--- config.mk ---
export PLATFORM = sky130hd
export DESIGN_NAME = wbxbc_arbiter
export DESIGN_NICKNAME = d
export VERILOG_FILES = /design/src/rtl/wbxbc_arbiter.sv
export SDC_FILE = /design/constraint.sdc
export NUM_CORES = 1
export LEC_CHECK = 0
export CORE_AREA = 2 2 101 103
export CTS_CLUSTER_DIAMETER = 120
export CTS_CLUSTER_SIZE = 12
export DETAILED_ROUTE_END_ITERATION = 8
export DIE_AREA = 0 0 103 105
export GPL_TIMING_DRIVEN = 0
export HOLD_SLACK_MARGIN = 0.06
export PLACE_DENSITY_LB_ADDON = 0.08
export SETUP_SLACK_MARGIN = 0.15
export SLEW_MARGIN = 15
export SYNTH_ARGS = -nofsm -noshare
export SYNTH_HDL_FRONTEND = slang
export SYNTH_SLANG_ARGS = --single-unit
export TNS_END_PERCENT = 1
--- constraint.sdc ---
create_clock -name clk_i -period 3.01 [get_ports clk_i]
set_clock_uncertainty 0.05 [all_clocks]
set_input_delay 0.7525 -clock clk_i [delete_from_list [all_inputs] [get_ports clk_i]]
set_output_delay 0.7525 -clock clk_i [all_outputs]
set_load 0.05 [all_outputs]
--- src/rtl/wbxbc_arbiter.sv ---
// Round-robin arbiter sharing one pipelined Wishbone target among ITR_CNT
// pipelined Wishbone initiators. Whole bus cycles are granted: the owner
// keeps the bus from its first CYC cycle until it drops CYC.
//
// Handshake: a request transfers on a cycle where CYC & STB are high and
// STALL is low (STB is "valid", ~STALL is "ready"). The owner sees the
// target's STALL; every other initiator sees STALL=1 and no terminations.
module wbxbc_arbiter #(
    parameter int ITR_CNT    = 4,
    parameter int ADR_WIDTH  = 16,
    parameter int DAT_WIDTH  = 16,
    parameter int SEL_WIDTH  = 2,
    parameter int TGA_WIDTH  = 1,
    parameter int TGC_WIDTH  = 1,
    parameter int TGRD_WIDTH = 1,
    parameter int TGWD_WIDTH = 1
) (
    input  logic                            clk_i,
    input  logic                            async_rst_i,
    input  logic                            sync_rst_i,
    // initiator side
    input  logic [ITR_CNT-1:0]              itr_cyc_i,
    input  logic [ITR_CNT-1:0]              itr_stb_i,
    input  logic [ITR_CNT-1:0]              itr_we_i,
    input  logic [ITR_CNT-1:0]              itr_lock_i,
    input  logic [ITR_CNT*SEL_WIDTH-1:0]    itr_sel_i,
    input  logic [ITR_CNT*ADR_WIDTH-1:0]    itr_adr_i,
    input  logic [ITR_CNT*DAT_WIDTH-1:0]    itr_dat_i,
    input  logic [ITR_CNT*TGA_WIDTH-1:0]    itr_tga_i,
    input  logic [ITR_CNT*TGC_WIDTH-1:0]    itr_tgc_i,
    input  logic [ITR_CNT*TGWD_WIDTH-1:0]   itr_tgd_i,
    output logic [ITR_CNT-1:0]              itr_ack_o,
    output logic [ITR_CNT-1:0]              itr_err_o,
    output logic [ITR_CNT-1:0]              itr_rty_o,
    output logic [ITR_CNT-1:0]              itr_stall_o,
    output logic [DAT_WIDTH-1:0]            itr_dat_o,
    output logic [TGRD_WIDTH-1:0]           itr_tgd_o,
    // target side
    output logic                            tgt_cyc_o,
    output logic                            tgt_stb_o,
    output logic                            tgt_we_o,
    output logic                            tgt_lock_o,
    output logic [SEL_WIDTH-1:0]            tgt_sel_o,
    output logic [ADR_WIDTH-1:0]            tgt_adr_o,
    output logic [DAT_WIDTH-1:0]            tgt_dat_o,
    output logic [TGA_WIDTH-1:0]            tgt_tga_o,
    output logic [TGC_WIDTH-1:0]            tgt_tgc_o,
    output logic [TGWD_WIDTH-1:0]           tgt_tgd_o,
    input  logic                            tgt_ack_i,
    input  logic                            tgt_err_i,
    input  logic                            tgt_rty_i,
    input  logic                            tgt_stall_i,
    input  logic [DAT_WIDTH-1:0]            tgt_dat_i,
    input  logic [TGRD_WIDTH-1:0]           tgt_tgd_i
);

    localparam int                IDX_W    = (ITR_CNT > 1) ? $clog2(ITR_CNT) : 1;
    localparam logic [IDX_W-1:0]  LAST_RST = IDX_W'(ITR_CNT - 1);
    localparam logic [IDX_W:0]    CNT_W    = (IDX_W + 1)'(ITR_CNT);
    localparam logic [ITR_CNT-1:0] ONE_HOT0 = ITR_CNT'(1);

    logic [ITR_CNT-1:0]   grant_reg;
    logic [IDX_W-1:0]     last_reg;

    logic                 bus_free;
    logic [IDX_W-1:0]     start_idx;
    logic [ITR_CNT-1:0]   req_rot;
    logic                 scan_found;
    logic [IDX_W-1:0]     scan_ofs;
    logic [IDX_W:0]       scan_sum;
    logic [IDX_W-1:0]     scan_win;

    // The bus is free when nobody owns it or the owner has dropped CYC
    // (that also covers an owner aborting with accesses outstanding).
    assign bus_free = ~|(grant_reg & itr_cyc_i);

    // The scan starts just after the most recent owner, wrapping around.
    assign start_idx = (last_reg == LAST_RST) ? '0 : last_reg + 1'b1;
    assign req_rot   = ITR_CNT'({itr_cyc_i, itr_cyc_i} >> start_idx);

    // Find the first requester in rotated order (lowest offset wins).
    always_comb begin
        scan_found = 1'b0;
        scan_ofs   = '0;
        for (int j = ITR_CNT - 1; j >= 0; j--) begin
            if (req_rot[j]) begin
                scan_found = 1'b1;
                scan_ofs   = IDX_W'(j);
            end
        end
    end

    // Map the rotated offset back to an absolute initiator index.
    assign scan_sum = {1'b0, start_idx} + {1'b0, scan_ofs};
    assign scan_win = (scan_sum >= CNT_W) ? IDX_W'(scan_sum - CNT_W) : IDX_W'(scan_sum);

    // Grant register: only re-arbitrates while the bus is free, so an
    // owner holding CYC keeps the bus regardless of other requests.
    always_ff @(posedge clk_i or posedge async_rst_i) begin
        if (async_rst_i) begin
            grant_reg <= '0;
            last_reg  <= LAST_RST;
        end else if (sync_rst_i) begin
            grant_reg <= '0;
            last_reg  <= LAST_RST;
        end else if (bus_free) begin
            if (scan_found) begin
                grant_reg <= ONE_HOT0 << scan_win;
                last_reg  <= scan_win;
            end else begin
                grant_reg <= '0;
            end
        end
    end

    // Control strobes of the owner; zero whenever nobody is granted.
    assign tgt_cyc_o  = |(grant_reg & itr_cyc_i);
    assign tgt_stb_o  = |(grant_reg & itr_cyc_i & itr_stb_i);
    assign tgt_we_o   = |(grant_reg & itr_we_i);
    assign tgt_lock_o = |(grant_reg & itr_lock_i);

    // AND-OR mux of the owner's slices; all zero without a grant.
    always_comb begin
        tgt_sel_o = '0;
        tgt_adr_o = '0;
        tgt_dat_o = '0;
        tgt_tga_o = '0;
        tgt_tgc_o = '0;
        tgt_tgd_o = '0;
        for (int k = 0; k < ITR_CNT; k++) begin
            if (grant_reg[k]) begin
                tgt_sel_o = tgt_sel_o | itr_sel_i[k*SEL_WIDTH  +: SEL_WIDTH];
                tgt_adr_o = tgt_adr_o | itr_adr_i[k*ADR_WIDTH  +: ADR_WIDTH];
                tgt_dat_o = tgt_dat_o | itr_dat_i[k*DAT_WIDTH  +: DAT_WIDTH];
                tgt_tga_o = tgt_tga_o | itr_tga_i[k*TGA_WIDTH  +: TGA_WIDTH];
                tgt_tgc_o = tgt_tgc_o | itr_tgc_i[k*TGC_WIDTH  +: TGC_WIDTH];
                tgt_tgd_o = tgt_tgd_o | itr_tgd_i[k*TGWD_WIDTH +: TGWD_WIDTH];
            end
        end
    end

    // Terminations reach only an owner still holding CYC, so late responses
    // to an aborted cycle are dropped; everyone else is stalled.
    assign itr_ack_o   = {ITR_CNT{tgt_ack_i}} & grant_reg & itr_cyc_i;
    assign itr_err_o   = {ITR_CNT{tgt_err_i}} & grant_reg & itr_cyc_i;
    assign itr_rty_o   = {ITR_CNT{tgt_rty_i}} & grant_reg & itr_cyc_i;
    assign itr_stall_o = ~grant_reg | {ITR_CNT{tgt_stall_i}};

    // Read data and its tag are broadcast unregistered.
    assign itr_dat_o = tgt_dat_i;
    assign itr_tgd_o = tgt_tgd_i;

endmodule

==> impl_metrics.ini, run 1 <==
[outcome]
outcome = complete, no violations

[finish]
nNetsFinal = 689
area_delta_synth_final_pct = 154
fin_cells = 631
fin_util_pct = 45.1
diodes = 0
num-fill-cells = 1036
seqCellArea_um2 = 153
drive_above_1_share_pct = 15.1
multi_input_area_mm2 = 0.00133
largest_reg_flops = 4
fin_area_mm2 = 0.00435

[clock_network]
clk_latency_ns = 0.22
cts_tree = yes
htreeDepth = 1
clk_pin_slew_ns = 0.04
clock-sinks = 6
cts-root-buf = clkbuf_8
clockBufferDepth = 2
cts_buffers = 3

[logic_synthesis]
yosysMostFrequentCell = a22oi_1
avgSynthCellArea_um2 = 6.82
synth_area_leaders = a22oi_1, nand2_1, buf_4
synth_fp_nets = 441
synth_top_family_by_area = compound AO/OA/AOI/OAI gates
synth_compound_area_share_pct = 44.3
synthMuxAreaShare_pct = 0
synthAdderAreaFrac_pct = 1.46
synth_top_area_share_pct = 34.2
synth_area_mm2 = 0.00171
synth_edf_count = 0
synth_common_cells = a22oi_1, nand2_1, buf_4, clkbuf_1, nand3_1
ys_types = 42
synth-seq-cells = 6
yosysWarningCount = 0
synthCells = 251
async_flop_share_pct = 100
synth_simple_gate_area_share_pct = 28.7
synthFlopType = dfrtp_1
ys_seq_area_share_pct = 8.91
synth_xor_xnor_area_share_pct = 1.02
synth_top_area_cell = a22oi_1

[global_route]
grt_antenna_before_repair = 0
grt_pass1_vias = 2844
grt_overflow_total = 0
grt_first_pass_wirelength_um = 16600
grt_max_degree = 11
grt_usage_pct = 19.7

[timing]
rsz0062_at_grt = yes
holdWs_ns = 0.537
maxSlewViolCount = 0
max_freq_mhz = 350
min_period_ns = 2.86
worstMarginPinSlew_ns = 0.582
setup_viol = 0
hold_viol = 0
slew_headroom_pct = 61.4
finalCritPeriodShare_pct = 94.9

[drt]
routedWlPerCell_um = 18.4
wirelength_um = 11600
vias = 2940
drt_iter0_drc = 112
vias_per_cell = 4.66
ant_nets = 0
dr.pass1.iters = 4
remaining_drc_errors = 0

[power]
power_density_mw_per_mm2 = 981
power_mw = 4.26
ir_worst_vdd_mv = 0.565
p_leak_nw = 1.99

[worst_setup_path]
path_max_fanout = 10
cp_data_arrival_time_ns = 2.94
worstSetupPathType = in2reg
endpoint_kind = flop
required_ns = 3.09
r2r_slack_ns = 0.43
start_kind = primary input

[floorplanning]
core_mm2 = 0.00964
start_util_pct = 17.8
num_rows = 36
die_x_um = 103
io_pins = 262
die_area_mm2 = 0.0108
die_y_um = 105

[placed_design]
hpwl_um = 9710
post_dp_cell_area_mm2 = 0.00431
place_inst = 627
io_buffers = 243
gp_congestion = 0.842

[worst_hold_path]
hold_class = reg2reg

[run]
maxCapViolCount = 0
[worst max-delay path: stages]
cell	delay [ns]
clkdlybuf4s50_1	0.52
buf_6	0.17
nand2_1	0.08
a2bb2oi_1	0.15
o22ai_1	0.09
o21a_1	0.18
ha_1	0.26
xor2_2	0.18
or3_1	0.33
nor3_2	0.16
a211oi_2	0.07
[cells in the final DEF, fill, tap and decap left out, types with 2 or more instances in the layout]
master,netlist,routed
clkdlybuf4s15_2,0,4
nand2_1,46,46
clkbuf_8,0,3
dlymetal6s2s_1,0,2
or3_1,2,2
nand2b_1,4,4
dlygate4sd2_1,0,42
dfstp_2,2,2
nor2_1,9,9
clkbuf_2,0,12
clkdlybuf4s50_1,0,185
clkbuf_1,14,4
o21ai_0,3,3
nor4_2,1,4
dfrtp_1,4,4
a21oi_1,2,2
a22oi_1,78,78
clkbuf_4,0,2
buf_6,1,3
nand3_1,13,13
and3_1,12,12
ha_1,2,2
inv_1,4,4
clkdlybuf4s18_2,0,2
buf_4,21,20
buf_2,3,11
[report_power, final]
part           leakage, nW  internal [mW]  switching [mW]
Clock               0.0228         0.0909          0.0330
Sequential          0.0753          0.127          0.0254
Combinational         1.89           1.20            2.78
Total                 1.99           1.42            2.84
[area by class of cell]
type                    instances  share of cell area (%)
multi-input cells             198                    30.7
clock buffers                   4                    1.04
inverters                       4                   0.345
flip-flops and latches          6                    3.51
plain buffers                  43                    6.51
well taps                     133                    3.83
repair buffers                243                    54.1
[through the flow]
stage,setup WS [ns],TNS [ns]
final,0.153,0
after global placement,-0.386,-7.74
after global routing,-0.0280,-0.0382
after CTS,0.0178,0
after floorplan,0.571,0
after detailed placement,-0.385,-7.52
[repair_timing]
| action | 4_1_cts | 5_1_grt |
|---|---|---|
| hold buffers | 0 | 0 |
| buffers inserted | 0 | 0 |
| gates resized for setup | 114 | 17 |
| pin swaps | 0 | 1 |
| setup endpoints to repair | 62 | 22 |
| cloned | 0 | 0 |
[metal layers]
layer / up-vias / routed length [um] / track usage (%) / part of all wire (%)
li1: 1439 / - / - / -
met1: 1362 / 4350 / 22.8 / 37
met2: 127 / 6050 / 36.2 / 52
met3: 12 / 1020 / 4.82 / 8.8
met4: 0 / 199 / 3.38 / 1.7
met5: - / 0 / 0 / 0
[cells by family after synthesis]
logic type	count (synthesis)
flops	6
simple gates	97
buf+inv	47
fa+ha+maj	2
compound gates	97
xor+xnor	2
[worst paths after layout]
path / endpoint / startpoint / depth (start not counted)
setup / recovery: last_reg[1]$_DFFE_PP1P_ / itr_cyc_i[3] / 11
hold / removal: last_reg[1]$_DFFE_PP1P_ / last_reg[1]$_DFFE_PP1P_ / 2
setup reg to reg: last_reg[1]$_DFFE_PP1P_ / last_reg[0]$_DFFE_PP1P_ / 11
hold reg to reg: last_reg[1]$_DFFE_PP1P_ / last_reg[1]$_DFFE_PP1P_ / 2
max in group asynchronous: last_reg[0]$_DFFE_PP1P_ / async_rst_i / 2
min in group asynchronous: grant_reg[2]$_DFFE_PP0P_ / async_rst_i / 2
Power figures use the tool's default switching activity.
==> run 2: changes to the inputs <==
Settings changed: GPL_TIMING_DRIVEN 0 to unset, SKIP_CTS_REPAIR_TIMING set to 1.
==> run 2 against run 1 <==
  * Global-route usage fell by 0.57 points
  * Die area did not move
  * Final cell count fell by 7.4%
  * Routed wire length fell by 2.8%
  * Sequential power rose by 36%
  * Clock power rose by 9%
  * Critical path type is now in2out
  * Largest cell class unchanged
  * Largest power group unchanged
==> impl_metrics.ini, run 2 (synthesis gave the netlist of run 1 again) <==
[global_route]
grt_antenna_before_repair = 0
grt_max_degree = 44
grt_overflow_total = 0
grt_pass1_vias = 2742
grt_usage_pct = 19.1
grt_first_pass_wirelength_um = 16200

[drt]
drt_iter0_drc = 138
routedWlPerCell_um = 19.3
vias = 2789
wirelength_um = 11300
ant_nets = 0
dr.pass1.iters = 4
remaining_drc_errors = 0
vias_per_cell = 4.78

[placed_design]
hpwl_um = 8920
dp_slack_ns = 0.0227
gp_congestion = 0.791
place_inst = 580
io_buffers = 227

[worst_setup_path]
cp_data_arrival_time_ns = 1.95
endpoint_kind = output port
r2r_slack_ns = 0.34
start_kind = primary input
timing.critical_path.slowest_cell_delay_ns = 0.44
crit_path_cell_trace = clkdlybuf4s50_1 > buf_4 > a22oi_4 > nand3_1 > buf_12
slowest_stage = clkdlybuf4s50_1
required_ns = 2.21
path_max_fanout = 8
worstSetupPathType = in2out
ff2ff_path_depth = 10

[clock_network]
clk_pin_slew_ns = 0.04
clk_latency_ns = 0.23
htreeDepth = 1
cts_tree = yes
clock-sinks = 6
clockBufferDepth = 2
cts-root-buf = clkbuf_8
cts_buffers = 3

[timing]
min_period_ns = 2.75
slew_headroom_pct = 59.2
maxSlewViolCount = 0
rsz0062_at_grt = no
setup_viol = 0
timing.setup.tns_ns = 0
worstMarginPinSlew_ns = 0.612
setup_slack_ns = 0.262
finalCritPeriodShare_pct = 91.3
max_freq_mhz = 364
hold_viol = 0

[power]
power_density_mw_per_mm2 = 1210
power_mw = 5.64
ir_worst_vdd_mv = 0.841
p_leak_nw = 1.91

[finish]
area_delta_synth_final_pct = 172
drive_above_1_share_pct = 19.3
fin_cells = 584
diodes = 0
layout_commonest_cell = clkdlybuf4s50_1
fin_util_pct = 48.4
largest_reg_flops = 4
final_cell_mix = clkdlybuf4s50_1, a22oi_1, buf_12
nNetsFinal = 642

[worst_hold_path]
min_path_cells = 2
hold_class = reg2reg

[outcome]
outcome = complete, no violations

[floorplanning]
die_y_um = 105
num_rows = 36
io_pins = 262
start_util_pct = 17.8
die_x_um = 103
die_area_mm2 = 0.0108
core_mm2 = 0.00964

[run]
maxCapViolCount = 0
run 2: cell count changes in the layout (fill, tap and decap cells not counted), sizes merged:
cell | before | now
dlygate4sd2 | 42 | 0
dlymetal6s2s | 2 | 1
clkdlybuf4s15 | 4 | 0
buf | 34 | 69
clkdlybuf4s50 | 185 | 169
clkdlybuf4s18 | 2 | 0
clkbuf | 21 | 4
run 2: path summary, 6_finish.rpt:
check / from / end
worst max register to register: last_reg[0]$_DFFE_PP1P_ / last_reg[1]$_DFFE_PP1P_
worst min register to register: last_reg[1]$_DFFE_PP1P_ / last_reg[1]$_DFFE_PP1P_
min in group asynchronous: async_rst_i / grant_reg[2]$_DFFE_PP0P_
worst min-delay path: last_reg[1]$_DFFE_PP1P_ / last_reg[1]$_DFFE_PP1P_
worst max-delay path: itr_cyc_i[1] / tgt_cyc_o
max in group asynchronous: async_rst_i / last_reg[1]$_DFFE_PP1P_
run 2: area by class of cell:
type | instances | area, um2
timing repair buffer | 239 | 2970
inverter | 4 | 15.0
clock buffer | 4 | 45.0
fill | 936 | 4980
multi-input combinational | 198 | 1310
sequential | 6 | 153
tap | 133 | 166
run 2: worst max-delay path: cells and delay by family:
kind / cells / cell delay [ns]
AND/OR/NAND/NOR: 1 / 0.16
buffers and inverters: 3 / 0.81
AO/OA/AOI/OAI: 1 / 0.23
run 2: through the flow:
stage                     hold WS (ns)  cell area (um2)
after floorplan                  0.492             1710
after detailed placement         0.507             4600
after global routing             0.551             4660
final                            0.517             4660
after global placement           0.507             4600
after CTS                        0.516             4640
run 2: report_power, final:
group	internal (mW)	leakage [nW]	switching (mW)	total, mW
combinational	2.36	1.82	2.94	5.30
sequential	0.127	0.0753	0.0795	0.206
clock	0.0918	0.0228	0.0436	0.135
total	2.58	1.91	3.06	5.64
run 2: per-layer routing:
layer | up-vias | track usage [%] | wire [um]
met2 | 141 | 35.7 | 5770
met1 | 1295 | 21.6 | 4190
met5 | - | 0 | 0
met4 | 0 | 3.67 | 165
met3 | 13 | 4.55 | 1170
li1 | 1340 | - | -
==> run 3: changes to the inputs <==
Settings changed: CORE_AREA 2 2 101 103 to 3 3 100 102.
Clock period 3.01 ns to 3.55 ns, I/O delays scaled along.
==> run 3 against run 2 <==
  * Total power decreased by 34%
  * Non-clock buffer count fell by 4
  * Core utilization is 4.2 points lower
  * Die area unchanged
  * Setup slack better by 0.24 ns
  * Routed wire length fell by 3.8%
  * Worst hold slack better by 0.012 ns
  * Critical path depth grew 5
  * Global-route usage fell by 0.67 points
  * Sequential power rose by 9%
  * Sequential cell count stayed put
  * Critical path type is now in2reg
  * Largest power group unchanged
==> impl_metrics.ini, run 3 (synthesis gave the netlist of run 1 again) <==
[drt]
topRoutingLayerUsed = met4
wl_met1_um = 4060
routedWlPerCell_um = 19.5
ant_nets = 0
vias = 2722
dr.pass1.iters = 4
wl_met3_um = 1100
wl_met2_um = 5630
wirelength_um = 10900
vias_per_cell = 4.89
remaining_drc_errors = 0
drt_iter0_drc = 81

[placed_design]
io_buffers = 227
post_dp_cell_area_mm2 = 0.00402
place_inst = 554
gp_congestion = 0.817
dp_slack_ns = 0.217
hpwl_um = 8840

[worst_hold_path]
min_path_cells = 2
hold_path_startpoint = last_reg[1]$_DFFE_PP1P_
hold_path_end = last_reg[1]$_DFFE_PP1P_
hold_class = reg2reg

[finish]
fin_util_pct = 44.1
fin_cells = 557
seqCellArea_um2 = 153
num-fill-cells = 922
diodes = 0
drive_above_1_share_pct = 17.9
area_delta_synth_final_pct = 137
final_cell_mix = clkdlybuf4s50_1, a22oi_1, buf_4
layout_commonest_cell = clkdlybuf4s50_1
fin_area_mm2 = 0.00406
multi_input_area_mm2 = 0.00129
nNetsFinal = 638
largest_reg_flops = 4

[floorplanning]
io_pins = 262
start_util_pct = 18.6
die_x_um = 103
num_rows = 35
die_y_um = 105
core_mm2 = 0.00920
die_area_mm2 = 0.0108

[timing]
setup_slack_ns = 0.499
min_period_ns = 3.05
finalCritPeriodShare_pct = 85.9
holdWs_ns = 0.528
timing.setup.tns_ns = 0
worstMarginPinSlew_ns = 0.830
setup_viol = 0
hold_viol = 0
maxSlewViolCount = 0
rsz0062_at_grt = no
slew_headroom_pct = 44.7
max_freq_mhz = 328

[global_route]
grt_antenna_before_repair = 0
grt_max_degree = 41
grt_usage_pct = 18.4
grt_overflow_total = 0
grt_first_pass_wirelength_um = 15600
grt_pass1_vias = 2660

[clock_network]
clk_pin_slew_ns = 0.04
clk_latency_ns = 0.22
cts_buffers = 3
cts-root-buf = clkbuf_8
clock-sinks = 6
htreeDepth = 1
cts_tree = yes
clockBufferDepth = 2

[power]
p_sw_mw = 2.36
power.internal_mw = 1.36
p_seq_share_pct = 6.0
p_leak_nw = 1.74
ir_worst_vdd_mv = 0.565
swShare_pct = 63.5
power_frac_comb_pct = 91.2
clkPwrFrac_pct = 2.8
power_density_mw_per_mm2 = 916
power_mw = 3.72

[worst_setup_path]
rr_startpoint = last_reg[0]$_DFFE_PP1P_
timing.critical_path.slowest_cell_delay_ns = 0.62
slowest_stage = clkdlybuf4s50_1
r2r-end = grant_reg[3]$_DFFE_PP0P_
path_max_fanout = 6
endpoint_kind = flop
ff2ff_path_depth = 10
worstSetupPathType = in2reg
start_kind = primary input
crit_path_cell_trace = clkdlybuf4s50_1 > nand2_1 > a2bb2oi_1 > o22ai_1 > o21a_1 > ha_1 > inv_1 > nor4_1 > o21ai_0 > nand3_1
r2r_slack_ns = 0.79
required_ns = 3.66
cp_data_arrival_time_ns = 3.16

[run]
maxCapViolCount = 0

[outcome]
outcome = complete, no violations
run 3: changes by cell type in the layout (fill, tap and decap cells not counted):
cell	before	now
nor4_2	3	1
buf_12	60	18
clkbuf_1	1	0
ha_1	1	2
nor4_1	2	4
buf_4	9	47
ha_2	1	0
run 3: worst max-delay path by stage:
| stage | startpoint | endpoint | cells past startpoint |
|---|---|---|---|
| floorplan | itr_cyc_i[3] | last_reg[1]$_DFFE_PP1P_ | 10 |
| global placement | itr_cyc_i[1] | last_reg[1]$_DFFE_PP1P_ | 11 |
| detailed placement | itr_cyc_i[1] | grant_reg[3]$_DFFE_PP0P_ | 11 |
| CTS | itr_cyc_i[1] | tgt_cyc_o | 4 |
| global route | itr_cyc_i[3] | grant_reg[3]$_DFFE_PP0P_ | 10 |
| finish | itr_cyc_i[3] | grant_reg[3]$_DFFE_PP0P_ | 10 |
run 3: worst max-delay path: cells and delay by family:
family | cells | cell delay, ns
buffers and inverters | 2 | 0.69
AOI/OAI and AO/OA | 4 | 0.64
and+or+nand+nor | 3 | 0.63
adders and majority gates | 1 | 0.32
run 3: power by group through the flow:
stage / Sequential, mW / Combinational, mW / Clock [mW]
floorplan: 0.123 / 2.35 / 0
global placement: 0.226 / 3.41 / 0
detailed placement: 0.226 / 3.41 / 0
CTS: 0.226 / 3.42 / 0.104
global route: 0.237 / 3.57 / 0.108
finish: 0.224 / 3.39 / 0.104
run 3: area by class of cell:
| class | count | share of cell area [%] |
|---|---|---|
| flip-flops and latches | 6 | 3.76 |
| clock buffers | 3 | 1.02 |
| well taps | 111 | 3.42 |
| multi-input cells | 198 | 31.9 |
| repair buffers | 235 | 59.6 |
| inverters | 4 | 0.370 |
run 3: per-layer routing:
metal  vias up  global-route usage [%]
met2       111                    33.7
li1       1334                       -
met5         -                       0
met3         6                    4.94
met1      1271                    22.0
met4         0                    1.39
